==> config.mk <==
export PLATFORM = sky130hd
export DESIGN_NAME = memory_access
export DESIGN_NICKNAME = d
export VERILOG_FILES = /design/src/rtl/memory_access_pkg.sv /design/src/rtl/mem_wb_register.sv /design/src/rtl/memory_access.sv
export SDC_FILE = /design/constraint.sdc
export NUM_CORES = 1
export LEC_CHECK = 0
export ABC_CLOCK_PERIOD_IN_PS = 4000
export CAP_MARGIN = 30
export CORE_ASPECT_RATIO = 0.9
export CORE_UTILIZATION = 35
export CTS_CLUSTER_SIZE = 28
export DETAILED_ROUTE_END_ITERATION = 7
export GPL_TIMING_DRIVEN = 0
export PLACE_DENSITY = 0.82
export SYNTH_ARGS = -nofsm -noshare
export SYNTH_HDL_FRONTEND = slang
export SYNTH_SLANG_ARGS = --single-unit
==> constraint.sdc <==
create_clock -name clk -period 4 [get_ports clk]
set_input_delay 0.8 -clock clk [delete_from_list [all_inputs] [get_ports clk]]
set_output_delay 0.8 -clock clk [all_outputs]
set_load 0.01 [all_outputs]
==> src/rtl/memory_access_pkg.sv <==
// memory_access_pkg: shared constants for the uDLX memory stage.
//   LW_OPCODE / SW_OPCODE : load/store opcodes (same values as the execute stage)
//   WORD_OFFSET_W         : byte-offset bits below a word address
//   is_word_aligned()     : true when the byte offset of an address is zero
package memory_access_pkg;

  localparam int unsigned OPCODE_W      = 6;
  localparam int unsigned WORD_OFFSET_W = 2;

  localparam logic [OPCODE_W-1:0] LW_OPCODE = 6'h23;
  localparam logic [OPCODE_W-1:0] SW_OPCODE = 6'h2b;

  function automatic logic is_word_aligned(input logic [WORD_OFFSET_W-1:0] lsb);
    return (lsb == WORD_OFFSET_W'(0));
  endfunction

endpackage

==> src/rtl/mem_wb_register.sv <==
// mem_wb_register: MEM/WB pipeline register.
//   clk, rst          : clock, asynchronous active-high reset
//   load_i            : retire strobe; produces a one-cycle wb_valid_o pulse
//   reg_wr_en_i, reg_wr_addr_i, data_i : writeback fields captured on load_i
//   wb_valid_o, wb_reg_wr_en_o, wb_reg_wr_addr_o, wb_data_o : registered outputs;
//   the fields hold until the next load.
module mem_wb_register #(
  parameter int unsigned DATA_WIDTH     = 32,
  parameter int unsigned REG_ADDR_WIDTH = 5
) (
  input  logic                      clk,
  input  logic                      rst,
  input  logic                      load_i,
  input  logic                      reg_wr_en_i,
  input  logic [REG_ADDR_WIDTH-1:0] reg_wr_addr_i,
  input  logic [DATA_WIDTH-1:0]     data_i,
  output logic                      wb_valid_o,
  output logic                      wb_reg_wr_en_o,
  output logic [REG_ADDR_WIDTH-1:0] wb_reg_wr_addr_o,
  output logic [DATA_WIDTH-1:0]     wb_data_o
);

  logic                      valid_q;
  logic                      wr_en_q;
  logic [REG_ADDR_WIDTH-1:0] wr_addr_q;
  logic [DATA_WIDTH-1:0]     data_q;

  // Valid is a pulse; payload fields are sticky between retires.
  always_ff @(posedge clk or posedge rst) begin
    if (rst) begin
      valid_q   <= 1'b0;
      wr_en_q   <= 1'b0;
      wr_addr_q <= '0;
      data_q    <= '0;
    end else begin
      valid_q <= load_i;
      if (load_i) begin
        wr_en_q   <= reg_wr_en_i;
        wr_addr_q <= reg_wr_addr_i;
        data_q    <= data_i;
      end
    end
  end

  assign wb_valid_o       = valid_q;
  assign wb_reg_wr_en_o   = wr_en_q;
  assign wb_reg_wr_addr_o = wr_addr_q;
  assign wb_data_o        = data_q;

endmodule

==> src/rtl/memory_access.sv <==
// memory_access: uDLX memory stage.
// Non-memory instructions retire through the MEM/WB register one cycle after
// acceptance. LW/SW run a single outstanding req/ack transaction on the data
// memory port and stall execute (ex_ready=0) until the ack.
// Ports:
//   clk, rst                      : clock, asynchronous active-high reset
//   ex_valid / ex_ready           : execute handshake (ex_ready decodes state only)
//   ex_opcode, ex_alu_result, ex_store_data, ex_reg_wr_en, ex_reg_wr_addr : instruction
//   dmem_req/we/addr/wdata        : registered memory request, stable until ack
//   dmem_ack, dmem_rdata          : memory completion and load data
//   wb_valid, wb_reg_wr_en, wb_reg_wr_addr, wb_data : writeback
// Build option MEM_ALIGN_CHECK_EN: adds mem_misalign_err; misaligned LW/SW
// retire immediately without a request. When undefined, dmem_addr[1:0] is
// forced to zero and every LW/SW issues a request.
module memory_access
  import memory_access_pkg::*;
#(
  parameter int unsigned DATA_WIDTH     = 32,
  parameter int unsigned ADDR_WIDTH     = 32,
  parameter int unsigned OPCODE_WIDTH   = 6,
  parameter int unsigned REG_ADDR_WIDTH = 5
) (
  input  logic                      clk,
  input  logic                      rst,
  input  logic                      ex_valid,
  output logic                      ex_ready,
  input  logic [OPCODE_WIDTH-1:0]   ex_opcode,
  input  logic [DATA_WIDTH-1:0]     ex_alu_result,
  input  logic [DATA_WIDTH-1:0]     ex_store_data,
  input  logic                      ex_reg_wr_en,
  input  logic [REG_ADDR_WIDTH-1:0] ex_reg_wr_addr,
  output logic                      dmem_req,
  output logic                      dmem_we,
  output logic [ADDR_WIDTH-1:0]     dmem_addr,
  output logic [DATA_WIDTH-1:0]     dmem_wdata,
  input  logic                      dmem_ack,
  input  logic [DATA_WIDTH-1:0]     dmem_rdata,
  output logic                      wb_valid,
  output logic                      wb_reg_wr_en,
  output logic [REG_ADDR_WIDTH-1:0] wb_reg_wr_addr,
  output logic [DATA_WIDTH-1:0]     wb_data
`ifdef MEM_ALIGN_CHECK_EN
  ,
  output logic                      mem_misalign_err
`endif
);

  typedef enum logic {
    ST_IDLE   = 1'b0,
    ST_ACCESS = 1'b1
  } state_e;

  state_e                    state_q;
  logic                      dmem_req_q;
  logic                      dmem_we_q;
  logic [ADDR_WIDTH-1:0]     dmem_addr_q;
  logic [DATA_WIDTH-1:0]     dmem_wdata_q;
  logic                      lat_wr_en_q;
  logic [REG_ADDR_WIDTH-1:0] lat_wr_addr_q;

  logic                      accept;
  logic                      is_lw;
  logic                      is_sw;
  logic                      is_mem;
  logic                      misalign;
  logic                      mem_done;
  logic [ADDR_WIDTH-1:0]     req_addr;

  logic                      wb_load_c;
  logic                      wb_en_d;
  logic [REG_ADDR_WIDTH-1:0] wb_addr_d;
  logic [DATA_WIDTH-1:0]     wb_data_d;

  assign ex_ready = (state_q == ST_IDLE);
  assign accept   = ex_valid & ex_ready;
  assign is_lw    = (ex_opcode == OPCODE_WIDTH'(LW_OPCODE));
  assign is_sw    = (ex_opcode == OPCODE_WIDTH'(SW_OPCODE));
  assign is_mem   = is_lw | is_sw;
  assign mem_done = (state_q == ST_ACCESS) & dmem_ack;

`ifdef MEM_ALIGN_CHECK_EN
  assign misalign = is_mem & ~is_word_aligned(ex_alu_result[WORD_OFFSET_W-1:0]);
  assign req_addr = ex_alu_result[ADDR_WIDTH-1:0];
`else
  // Word-addressed port: byte offset is dropped rather than trapped.
  assign misalign = 1'b0;
  assign req_addr = {ex_alu_result[ADDR_WIDTH-1:WORD_OFFSET_W], WORD_OFFSET_W'(0)};
`endif

  // Retire selection: pass-through, misaligned drop, or memory completion.
  always_comb begin
    wb_load_c = 1'b0;
    wb_en_d   = 1'b0;
    wb_addr_d = lat_wr_addr_q;
    wb_data_d = '0;
    if (accept) begin
      if (!is_mem) begin
        wb_load_c = 1'b1;
        wb_en_d   = ex_reg_wr_en;
        wb_addr_d = ex_reg_wr_addr;
        wb_data_d = ex_alu_result;
      end else if (misalign) begin
        wb_load_c = 1'b1;
        wb_addr_d = ex_reg_wr_addr;
      end
    end else if (mem_done) begin
      wb_load_c = 1'b1;
      if (!dmem_we_q) begin
        wb_en_d   = lat_wr_en_q;
        wb_data_d = dmem_rdata;
      end
    end
  end

  // Request FSM; request fields are captured on accept and held through ACCESS.
  always_ff @(posedge clk or posedge rst) begin
    if (rst) begin
      state_q       <= ST_IDLE;
      dmem_req_q    <= 1'b0;
      dmem_we_q     <= 1'b0;
      dmem_addr_q   <= '0;
      dmem_wdata_q  <= '0;
      lat_wr_en_q   <= 1'b0;
      lat_wr_addr_q <= '0;
    end else begin
      case (state_q)
        ST_IDLE: begin
          if (accept && is_mem && !misalign) begin
            state_q       <= ST_ACCESS;
            dmem_req_q    <= 1'b1;
            dmem_we_q     <= is_sw;
            dmem_addr_q   <= req_addr;
            dmem_wdata_q  <= ex_store_data;
            lat_wr_en_q   <= ex_reg_wr_en;
            lat_wr_addr_q <= ex_reg_wr_addr;
          end
        end
        ST_ACCESS: begin
          if (dmem_ack) begin
            state_q    <= ST_IDLE;
            dmem_req_q <= 1'b0;
          end
        end
        default: begin
          state_q    <= ST_IDLE;
          dmem_req_q <= 1'b0;
        end
      endcase
    end
  end

  assign dmem_req   = dmem_req_q;
  assign dmem_we    = dmem_we_q;
  assign dmem_addr  = dmem_addr_q;
  assign dmem_wdata = dmem_wdata_q;

`ifdef MEM_ALIGN_CHECK_EN
  logic misalign_err_q;

  // One-cycle error pulse, coincident with the dropped instruction's wb_valid.
  always_ff @(posedge clk or posedge rst) begin
    if (rst) begin
      misalign_err_q <= 1'b0;
    end else begin
      misalign_err_q <= accept & misalign;
    end
  end

  assign mem_misalign_err = misalign_err_q;
`endif

  mem_wb_register #(
    .DATA_WIDTH     (DATA_WIDTH),
    .REG_ADDR_WIDTH (REG_ADDR_WIDTH)
  ) u_mem_wb (
    .clk              (clk),
    .rst              (rst),
    .load_i           (wb_load_c),
    .reg_wr_en_i      (wb_en_d),
    .reg_wr_addr_i    (wb_addr_d),
    .data_i           (wb_data_d),
    .wb_valid_o       (wb_valid),
    .wb_reg_wr_en_o   (wb_reg_wr_en),
    .wb_reg_wr_addr_o (wb_reg_wr_addr),
    .wb_data_o        (wb_data)
  );

endmodule

Word level (Yosys, flattened, before mapping)
Index checks and enable logic that the tools add are counted.

Reductions and logical operators: 3. Muxes and demuxes: 19. Eq/ne operators: 4. Bitwise gates (word level): 4.

Operators with widths (number): 32-bit two-way mux (4); 6-bit == test, second input constant (2); 1-bit two-way mux (11); 5-bit two-way mux (2); 1-bit one-hot mux with 2 select lines (2); 2-bit AND reduction (2); 1-bit AND (2); 2-bit by 1-bit inequality test with 1-bit output, second input constant (1); 2-bit inequality test, second input constant (1); 1-bit logical AND (1); 1-bit inverter (1); 1-bit bitwise OR (1).

Logic and storage cells: 41. Bits of input ports: 112. Output and inout bits: 106. Bits in registers: 110.

Depth between registers and ports, before layout
Gate-level depths: netlist of the first run.

Depth after elaboration: 5. Gate-level depth with buffers: 5. Depth with buffers taken out: 3.

Modules after synthesis
Synthesis of the first run repeated with hierarchy kept, for this count alone.

Cell total of the unflattened synthesis: 290. Area total of the unflattened synthesis: 4586.9 um2.

Modules (own cells, without submodules): memory_access (seq. area each 1776.7 um2, cells each 208, area an instance 3065.4 um2, times used 1); mem_wb_register (seq. area each 975.9 um2, cells each 82, area an instance 1521.5 um2, times used 1).

Worst setup path after synthesis of the first run
No wires, ideal clock.

Path type: input-to-reg. From: in ex_opcode[4]. To: reg dmem_addr_q[21], in the netlist dmem_addr[21]. Buffers on the path: 1. Data arrival time: 1.735 ns. Path slack: 2.138 ns. Setup time: 0.127 ns. Data required time: 3.873 ns. Stages on the path: 4. Cells stage by stage: and4bb_2 nand3_4 buf_6 mux2_1.

Word-level cells in the longest chain between the ends: 4. Elaborated cells between the ends (all ways): 5. Those cells by class: eq/ne: 2; bitwise: 1; reduce/logical: 2.

Ends and longest elaborated chain: start, declared (RTL line memory_access.sv:27) `input logic [OPCODE_WIDTH-1:0] ex_opcode,`; 6-bit == test (on tied branches) (RTL line memory_access.sv:76, memory_access.sv:77); 1-bit bitwise OR * (RTL line memory_access.sv:78) `assign is_mem = is_lw | is_sw;`; 1-bit logical AND * (RTL line memory_access.sv:128) `if (accept && is_mem && !misalign) begin`; 2-bit AND reduction (no line) *; end signal, assigned (RTL line memory_access.sv:132) `dmem_addr_q <= req_addr;`; end, declared (RTL line memory_access.sv:56) `logic [ADDR_WIDTH-1:0] dmem_addr_q;`.

Every way passes the cells marked *; elsewhere a longest branch is shown, timed or not. A chain may end at the register's enable or synchronous reset.

Final worst setup path of the first run
From: in dmem_ack. To: reg u_mem_wb.data_q[18], in the netlist u_mem_wb.wb_data_o[18].

Word-level cells in the longest chain between the ends: 3. Elaborated cells between the ends (all ways): 5. Those cells by class: mux: 4; bitwise: 1.

Ends and longest elaborated chain: start, declared (RTL line memory_access.sv:36) `input logic dmem_ack,`; 1-bit AND * (RTL line memory_access.sv:79) `assign mem_done = (state_q == ST_ACCESS) & dmem_ack;`; 32-bit two-way mux / 1-bit two-way mux (equally long branches) (RTL line memory_access.sv:106) `end else if (mem_done) begin`; 32-bit two-way mux / 1-bit two-way mux (equally long branches) (RTL line memory_access.sv:96) `if (accept) begin`; end signal, assigned (RTL line mem_wb_register.sv:40) `data_q <= data_i;`; end, declared (RTL line mem_wb_register.sv:26) `logic [DATA_WIDTH-1:0] data_q;`.

Marks and branches as above.

==> impl_metrics.env, run 1 <==
export IMPL_async_flop_share_pct=100
export IMPL_number_of_synthesized_flops_with_an_enable_pin=0
export IMPL_slowest_delay_ns=0.48
export IMPL_synthesis_yosys_warnings=0
export IMPL_grt_setup_unrepaired="no"
export IMPL_cts_root_to_sink_buffers=2
export IMPL_p_leak_nw=3.24
export IMPL_wp_data_required_ns=4.27
export IMPL_globalRouteTotalUtil_pct=19.3
export IMPL_grt_start_max_net_pins=58
export IMPL_period_needed_ns=2.22
export IMPL_period_share_pct=55.6
export IMPL_timing_critical_path_to_type="flip-flop"
export IMPL_mean_cell_area_of_the_mapped_netlist_um2=14.3
export IMPL_hold_viol=0
export IMPL_worst_pin_slew_ns=0.700
export IMPL_run_status="finished, final reports clean"
export IMPL_relSlewSlack_pct=53.3
export IMPL_clock_root_buffer="clkbuf_16"
export IMPL_level_count_of_the_clock_h_tree=3
export IMPL_viasPerCell=5.02
export IMPL_synth_ff_latch_count=110
export IMPL_ports_placed_on_the_boundary=218
export IMPL_cp_start_kind="input pin"
export IMPL_synthMostInstantiatedCell="dfrtp_1"
export IMPL_crit_chain="clkdlybuf4s50_1, nand2_1, buf_2, buf_1, a22oi_1, mux2i_1"
export IMPL_cts_hold_fix_buffers=0
export IMPL_place_detailed_hpwl_mm=9.39
export IMPL_drv_max_cap_violation_count=0
export IMPL_power_density_nw_per_um2=434
export IMPL_vias_post_dr=3623
export IMPL_floorplan_core_area_um2=12800
export IMPL_row_count=39
export IMPL_synth_top_area_share_pct=59.2
export IMPL_timing_fmax_ghz=0.450
export IMPL_critical_path_class="input pin to flip-flop"
export IMPL_reg2reg_slack_ns=2.25
export IMPL_drt_pass1_iterations=5
export IMPL_die_area_um2=13800
export IMPL_fill_cells=1043
export IMPL_postPlaceCellArea_um2=7040
export IMPL_post_route_cells_drive_above_1_share_pct=20.3
export IMPL_grt_antenna_before_repair=0
export IMPL_antenna_violating_nets_post_route=0
export IMPL_cts_reportedPaths_clkPinSlew_ns=0.07
export IMPL_first_global_vias=3941
export IMPL_placement_io_buffers=215
export IMPL_timing_critical_path_slowest_stage_cell="buf_1"
export IMPL_number_of_diodes_added_for_antenna_fixing=0
export IMPL_grt_remaining_overflow=0
export IMPL_cts_tree="built"
export IMPL_worstHoldPathType="flip-flop to flip-flop"
export IMPL_finish_utilization_pct=57.2
export IMPL_synth_seq_area_share_pct=59.2
export IMPL_postCtsSetupRepairBufs=0
export IMPL_yosys_top_cells_count="dfrtp_1 (110), mux2_2 (73), a21oi_1 (33), a22oi_1 (33), mux2i_1 (33)"
export IMPL_globalplace_congestion=0.771
export IMPL_initial_utilization_pct=36.2
export IMPL_slew_viol_final=0
export IMPL_syn_instance_count=325
export IMPL_p_total_mw=3.19
export IMPL_drt_iter0_markers=126
export IMPL_timing_critical_path_arrival_ns=2.49
export IMPL_clock_latency_ns=0.35
export IMPL_floorplan_die_width_um=124
export IMPL_post_synthesis_instance_area_um2=4650
export IMPL_synth_flop_cell="dfrtp_1"
export IMPL_final_nets=665
export IMPL_top_cells_by_area_in_the_synthesized_netlist="dfrtp_1 (59%), mux2_2 (18%), mux2i_1 (7.1%)"
export IMPL_number_of_buffers_created_by_cts=9
export IMPL_stdcell_count=722
export IMPL_routed_wire_length_per_instance_um=17.6
export IMPL_drt_total_wl_mm=12.7
export IMPL_drcViolationCount=0
export IMPL_synth_lib_cells_used_distinct=21
export IMPL_wire_length_of_the_first_global_routing_pass_mm=20.2
export IMPL_post_cts_resize_count=0
export IMPL_fin_skew_ns=0.00547
export IMPL_die_y_um=111
export IMPL_placed_cells=706
export IMPL_cts_sinks=110
export IMPL_yosys_area_top_type="dfrtp_1"
export IMPL_ir_drop_mv=0.281
export IMPL_finalSetupViolCount=0
export IMPL_area_growth_syn_to_layout_pct=57.9
export IMPL_worstPathMaxFanout=10
export IMPL_postLayoutCellArea_um2=7340
==> worst max-delay path, delay by kind of cell <==
kind / cells / cell delay, ns
AND/OR/NAND/NOR: 1 / 0.15
buffers and inverters: 3 / 1.21
AO/OA/AOI/OAI: 1 / 0.18
multiplexers: 1 / 0.15
==> per-stage QoR <==
step           worst slack [ns]  hold WS (ns)  setup TNS, ns
2_1_floorplan             0.298         0.475              0
3_3_place_gp              -1.25         0.463        -137.14
3_5_place_dp               1.40         0.471              0
4_1_cts                    1.76         0.487              0
5_1_grt                    1.59         0.521              0
6_report                   1.78         0.484              0
==> where the power goes <==
group | total, mW | switching (mW) | internal, mW
Sequential | 1.41 | 0.103 | 1.30
Clock | 0.907 | 0.389 | 0.517
Combinational | 0.872 | 0.309 | 0.563
Total | 3.19 | 0.802 | 2.38
==> sequential cells by signal, summed over array words and instances, names as in the netlist <==
register                   flops
dmem_wdata                    32
dmem_req                       1
lat_wr_addr_q                  5
dmem_we                        1
state_q                        1
u_mem_wb.wb_reg_wr_addr_o      5
u_mem_wb.wb_valid_o            1
u_mem_wb.wb_reg_wr_en_o        1
dmem_addr                     30
lat_wr_en_q                    1
u_mem_wb.wb_data_o            32
==> layout make-up <==
class / count / area (um2) / area share, %
Sequential cell: 110 / 2750 / 37.5
Timing Repair Buffer: 216 / 2180 / 29.7
Tap cell: 164 / 205 / 2.79
Clock buffer: 12 / 256 / 3.49
Multi-Input combinational cell: 190 / 1720 / 23.5
Clock inverter: 4 / 45.0 / 0.613
Buffer: 24 / 171 / 2.33
Inverter: 2 / 10.0 / 0.136
==> cells by family (layout without fill, tap and decap cells) <==
family                 Yosys count  in the layout  share of synthesized area (%)
multiplexers                   112            112                           26.2
flip-flops                     110            110                           59.2
other                            1              2                         0.0806
AO/OA/AOI/OAI                   69             69                           9.39
AND/OR/NAND/NOR                  7              7                           1.26
buffers and inverters           26            258                           3.85
==> placed cells by master (no fill, tap or decap) <==
cell             count
dfrtp_1            110
buf_4                3
a22oi_1             33
inv_4                1
a21oi_1             33
a21o_1               1
nand3_4              1
buf_16               1
mux2_2              73
conb_1               2
a21boi_2             1
buf_6                8
bufinv_16            1
clkbuf_8             2
clkdlybuf4s50_1    215
nor2b_2              1
and4bb_2             1
o21ai_0              1
inv_1                1
clkbuf_1             3
nand2_1              3
clkinv_2             3
and3b_1              1
clkbuf_16            9
buf_1                3
mux2_1               6
mux2i_1             33
buf_2                8
==> final timing paths <==
path	cells after the start	start	end
setup / recovery	6	dmem_ack	u_mem_wb.wb_data_o[18]
hold / removal	2	dmem_req	dmem_req
setup reg to reg	5	state_q	u_mem_wb.wb_data_o[18]
hold reg to reg	2	dmem_req	dmem_req
max in group asynchronous	3	rst	u_mem_wb.wb_data_o[21]
min in group asynchronous	2	rst	dmem_addr[5]
==> metal layers <==
metal / track usage, % / share of wire, %
met1: 23.0 / 40
met2: 32.8 / 50
met3: 4.97 / 7.3
met4: 7.95 / 2.2
met5: 0 / 0
(Power assumes the default switching activity.)
==> run 2: changes to the inputs <==
--- a/config.mk
+++ b/config.mk
@@ -5,14 +5,14 @@
 export SDC_FILE = /design/constraint.sdc
 export NUM_CORES = 1
 export LEC_CHECK = 0
-export ABC_CLOCK_PERIOD_IN_PS = 4000
+export ABC_CLOCK_PERIOD_IN_PS = 1900
 export CAP_MARGIN = 30
 export CORE_ASPECT_RATIO = 0.9
 export CORE_UTILIZATION = 35
 export CTS_CLUSTER_SIZE = 28
 export DETAILED_ROUTE_END_ITERATION = 7
 export GPL_TIMING_DRIVEN = 0
-export PLACE_DENSITY = 0.82
+export PLACE_DENSITY = 0.85
 export SYNTH_ARGS = -nofsm -noshare
 export SYNTH_HDL_FRONTEND = slang
 export SYNTH_SLANG_ARGS = --single-unit
==> constraint.sdc (replaced) <==
create_clock -name clk -period 1.9 [get_ports clk]
set_input_delay 0.38 -clock clk [delete_from_list [all_inputs] [get_ports clk]]
set_output_delay 0.38 -clock clk [all_outputs]
set_load 0.01 [all_outputs]
==> run 2 against run 1 <==
Clock power up 93%. Global-route usage up 0.25 points. Setup slack worse by 1.7 ns. Sequential power up 110%. Die area unchanged. Critical path depth down 4. Worst hold slack better by 0.0088 ns. Largest cell class unchanged.
==> impl_metrics.env, run 2 (synthesis results as in run 1) <==
export IMPL_floorplan_core_area_um2=12800
export IMPL_finalSetupViolCount=0
export IMPL_cts_root_to_sink_buffers=2
export IMPL_cts_sinks=110
export IMPL_groute_layer_met2_usage_pct=33.9
export IMPL_r2r_worst_path_cells=5
export IMPL_grt_remaining_overflow=0
export IMPL_timing_critical_path_to_type="output port"
export IMPL_post_route_cells_drive_above_1_share_pct=20.6
export IMPL_stdcell_count=723
export IMPL_grt_antenna_before_repair=0
export IMPL_clock_root_buffer="clkbuf_16"
export IMPL_grt_start_max_net_pins=43
export IMPL_worstPathMaxFanout=5
export IMPL_whs_ns=0.493
export IMPL_wp_data_required_ns=1.52
export IMPL_cts_reportedPaths_clkPinSlew_ns=0.07
export IMPL_wire_length_of_the_first_global_routing_pass_mm=20.1
export IMPL_ports_placed_on_the_boundary=218
export IMPL_placed_cells=707
export IMPL_cts_tree="built"
export IMPL_peak_usage_layer_in_the_global_routing_report="met2"
export IMPL_grtUsageMet1_pct=21.6
export IMPL_drt_total_wl_mm=13.2
export IMPL_p_leak_nw=3.21
export IMPL_drt_iter0_markers=119
export IMPL_drcViolationCount=0
export IMPL_hold_viol=0
export IMPL_antenna_violating_nets_post_route=0
export IMPL_final_nets=666
export IMPL_placement_io_buffers=215
export IMPL_row_count=39
export IMPL_ir_drop_mv=0.702
export IMPL_vias_post_dr=3636
export IMPL_initial_utilization_pct=36.2
export IMPL_number_of_buffers_created_by_cts=9
export IMPL_fin_skew_ns=0.00498
export IMPL_timing_critical_path_arrival_ns=1.43
export IMPL_number_of_diodes_added_for_antenna_fixing=0
export IMPL_run_status="finished, final reports clean"
export IMPL_worstHoldPathType="input pin to asynchronous set/reset pin"
export IMPL_routed_wire_length_per_instance_um=18.2
export IMPL_die_y_um=111
export IMPL_power_density_nw_per_um2=894
export IMPL_timing_critical_path_slowest_stage_cell="clkdlybuf4s50_1"
export IMPL_layout_cells_most_common_list="clkdlybuf4s50_1 (215), dfrtp_1 (110), mux2_2 (73)"
export IMPL_clock_latency_ns=0.35
export IMPL_area_growth_syn_to_layout_pct=57.5
export IMPL_viasPerCell=5.03
export IMPL_floorplan_die_width_um=124
export IMPL_drt_pass1_iterations=5
export IMPL_relSlewSlack_pct=51.6
export IMPL_cts_hold_fix_buffers=0
export IMPL_drv_max_cap_violation_count=0
export IMPL_globalRouteTotalUtil_pct=19.6
export IMPL_critical_path_reg2reg_endpoint="u_mem_wb.wb_data_o[28]"
export IMPL_level_count_of_the_clock_h_tree=3
export IMPL_period_needed_ns=1.81
export IMPL_cp_start_kind="flip-flop"
export IMPL_critical_path_class="flip-flop to output port"
export IMPL_crit_chain="inv_1, clkdlybuf4s50_1"
export IMPL_reg2reg_slack_ns=0.18
export IMPL_timing_fmax_ghz=0.552
export IMPL_worst_pin_slew_ns=0.724
export IMPL_first_global_vias=4020
export IMPL_place_detailed_hpwl_mm=9.88
export IMPL_mostFrequentLayoutCell="clkdlybuf4s50_1"
export IMPL_slowest_delay_ns=0.55
export IMPL_gr_usage_met3_pct=7.12
export IMPL_period_share_pct=95.3
export IMPL_grt_setup_unrepaired="no"
export IMPL_slew_viol_final=0
export IMPL_globalplace_congestion=0.751
export IMPL_die_area_um2=13800
export IMPL_rr_startpoint="state_q"
==> run 2: changes by cell type in the layout (fill, tap and decap cells not counted), moves of 2 or more <==
cell        previous run  this run
clkinvlp_4             0         4
buf_1                  3         1
buf_12                 0         2
clkbuf_2               0         2
clkbuf_8               2         0
clkinv_2               3         1
==> run 2: how the worst max path moves through the flow <==
stage,from,end,slack [ns],cells after the start
finish,state_q,ex_ready,0.09,2
global placement,rst,dmem_addr[24],-0.84,2
global route,dmem_ack,u_mem_wb.wb_data_o[28],0.005,6
floorplan,rst,dmem_addr[10],0.19,1
CTS,dmem_ack,u_mem_wb.wb_data_o[18],0.03,6
detailed placement,dmem_ack,u_mem_wb.wb_data_o[18],-0.36,6
==> run 2: area by class of cell <==
class | instances | area (um2)
fill | 1027 | 5510
tap | 164 | 205
timing repair buffer | 217 | 2190
multi-input combinational | 190 | 1720
clock buffer | 11 | 233
buffer | 24 | 174
clock inverter | 5 | 36.3
sequential | 110 | 2750
inverter | 2 | 11.3
==> run 2: what timing repair did <==
action / in CTS / in global routing
endpoints found under the hold margin: 0 / 0
gates resized for setup: 0 / 2
buffers inserted: 0 / 0
setup endpoints to repair: 0 / 3
==> run 2: metrics by stage <==
step	setup WS (ns)	cell area (um2)	power, mW	utilization [%]	TNS, ns
after global routing	0.00496	7330	6.88	57.1	0
after CTS	0.0257	7320	6.64	57.1	0
after floorplan	0.191	4660	3.68	-	0
after global placement	-0.836	7020	4.78	54.7	-107.36
after detailed placement	-0.362	7060	4.87	55.0	-19.70
final	0.0900	7330	6.55	57.1	0
==> run 2: worst max-delay path, delay by kind of cell (launching register included) <==
| kind | cells | cell delay, ns |
|---|---|---|
| flip-flops | 1 | 0.43 |
| buffers and inverters | 2 | 0.64 |
==> run 2: power breakdown <==
group	switching, mW	internal [mW]
clock	0.856	0.891
sequential	0.216	2.74
combinational	0.658	1.19
==> run 2: layer usage <==
metal  up-vias  share of wire [%]
li1       1644                  -
met3        27                7.5
met5         -                  0
met1      1810                 38
met2       155                 51
met4         0                2.9
==> run 3: changes to the inputs <==
--- a/config.mk
+++ b/config.mk
@@ -11,7 +11,6 @@
 export CORE_UTILIZATION = 35
 export CTS_CLUSTER_SIZE = 28
 export DETAILED_ROUTE_END_ITERATION = 7
-export GPL_TIMING_DRIVEN = 0
 export PLACE_DENSITY = 0.85
 export SYNTH_ARGS = -nofsm -noshare
 export SYNTH_HDL_FRONTEND = slang
==> run 3 against run 2 <==
Final area did not move. Non-clock buffer count fell by 11. Count of clock-buffer cells in the layout fell by 1. Via count fell by 2.0%. Critical path type unchanged. Highest routed layer unchanged.
==> impl_metrics.env, run 3 (synthesis results as in run 1) <==
export IMPL_cp_start_kind="flip-flop"
export IMPL_cts_reportedPaths_clkPinSlew_ns=0.07
export IMPL_layout_cells_most_common_list="clkdlybuf4s50_1 (215), dfrtp_1 (110), mux2_2 (73)"
export IMPL_antenna_violating_nets_post_route=0
export IMPL_fin_skew_ns=0.00577
export IMPL_die_y_um=111
export IMPL_fin_tns_setup_ns=0
export IMPL_period_share_pct=95.0
export IMPL_floorplan_die_width_um=124
export IMPL_postLayoutCellArea_um2=7330
export IMPL_hold_viol=0
export IMPL_critical_path_class="flip-flop to output port"
export IMPL_rr_startpoint="state_q"
export IMPL_globalplace_congestion=0.760
export IMPL_clock_latency_ns=0.35
export IMPL_worstHoldPathType="flip-flop to flip-flop"
export IMPL_fill_cells=1040
export IMPL_place_detailed_hpwl_mm=9.10
export IMPL_die_area_um2=13800
export IMPL_viasPerCell=5.01
export IMPL_post_cts_resize_count=0
export IMPL_timing_fmax_ghz=0.554
export IMPL_postLayoutSetupSlackWorst_ns=0.0950
export IMPL_grt_remaining_overflow=0
export IMPL_grt_antenna_before_repair=0
export IMPL_level_count_of_the_clock_h_tree=3
export IMPL_power_density_nw_per_um2=898
export IMPL_globalRouteTotalUtil_pct=18.2
export IMPL_number_of_buffers_created_by_cts=9
export IMPL_clock_root_buffer="clkbuf_16"
export IMPL_period_needed_ns=1.81
export IMPL_cts_tree="built"
export IMPL_grt_setup_unrepaired="no"
export IMPL_reg2reg_slack_ns=0.36
export IMPL_detailedPlace_worstSlack_ns=-0.115
export IMPL_slowest_delay_ns=0.54
export IMPL_ports_placed_on_the_boundary=218
export IMPL_first_global_vias=3700
export IMPL_finalSetupViolCount=0
export IMPL_postPlaceCellArea_um2=7050
export IMPL_drt_pass1_iterations=4
export IMPL_r2r_worst_path_cells=5
export IMPL_row_count=39
export IMPL_cp_startpoint="state_q"
export IMPL_initial_utilization_pct=36.2
export IMPL_wp_data_required_ns=1.52
export IMPL_finish_utilization_pct=57.1
export IMPL_drt_iter0_markers=136
export IMPL_area_growth_syn_to_layout_pct=57.5
export IMPL_mostFrequentLayoutCell="clkdlybuf4s50_1"
export IMPL_vias_post_dr=3563
export IMPL_worstPathMaxFanout=5
export IMPL_number_of_diodes_added_for_antenna_fixing=0
export IMPL_cts_sinks=110
export IMPL_drcViolationCount=0
export IMPL_critical_path_reg2reg_endpoint="u_mem_wb.wb_data_o[7]"
export IMPL_floorplan_core_area_um2=12800
export IMPL_final_nets=655
export IMPL_worst_setup_path_endpoint="ex_ready"
export IMPL_ir_drop_mv=0.598
export IMPL_crit_chain="inv_1, clkdlybuf4s50_1"
export IMPL_postCtsSetupRepairBufs=0
export IMPL_wire_length_of_the_first_global_routing_pass_mm=18.9
export IMPL_timing_critical_path_slowest_stage_cell="clkdlybuf4s50_1"
export IMPL_run_status="finished, final reports clean"
export IMPL_drt_total_wl_mm=12.3
export IMPL_grt_start_max_net_pins=73
export IMPL_timing_critical_path_arrival_ns=1.43
export IMPL_routed_wire_length_per_instance_um=17.3
export IMPL_cts_hold_fix_buffers=0
export IMPL_placement_io_buffers=215
export IMPL_cts_root_to_sink_buffers=2
export IMPL_drv_max_cap_violation_count=0
export IMPL_timing_critical_path_to_type="output port"
export IMPL_slew_viol_final=0
export IMPL_p_leak_nw=3.20
export IMPL_post_route_cells_drive_above_1_share_pct=19.9
==> run 3: power by group <==
part	internal [mW]	switching [mW]
registers	2.74	0.222
clock network	0.921	0.845
logic	1.19	0.650
==> run 3: critical path, delay by kind of cell, from the launching register on <==
| kind | cells | cell delay (ns) |
|---|---|---|
| buf+inv | 2 | 0.64 |
| flops | 1 | 0.44 |
==> run 3: layer usage <==
layer | vias up | track usage (%) | share of wire [%]
met5 | - | 0 | 0
met1 | 1797 | 20.2 | 39
li1 | 1621 | - | -
met4 | 0 | 6.59 | 1.7
met3 | 17 | 5.23 | 6.7
met2 | 128 | 32.6 | 52
==> run 3: through the flow <==
stage	power, mW	std cells	hold WS [ns]
finish	6.58	711	0.499
global route	6.91	711	0.521
CTS	6.67	711	0.502
detailed placement	4.87	696	0.482
global placement	4.80	696	0.476
floorplan	3.68	326	0.475
==> run 3: layout make-up <==
class	instances	area [um2]	share of cell area [%]
sequential	110	2750	37.6
clock inverter	5	35.0	0.478
tap	164	205	2.80
timing repair buffer	230	2350	32.1
clock buffer	10	239	3.26
inverter	2	11.3	0.154
multi-input combinational	190	1730	23.6
==> run 3: how the worst min path moves through the flow <==
stage                     cells after the start               end              from  slack [ns]
after CTS                                     1     dmem_addr[22]     dmem_addr[22]        0.50
after detailed placement                      1     dmem_addr[22]     dmem_addr[22]        0.48
after global placement                        1     dmem_addr[22]     dmem_addr[22]        0.48
after floorplan                               1  lat_wr_addr_q[0]  lat_wr_addr_q[0]        0.48
after global routing                          1     dmem_wdata[9]     dmem_wdata[9]        0.52
final                                         1     dmem_addr[22]     dmem_addr[22]        0.50
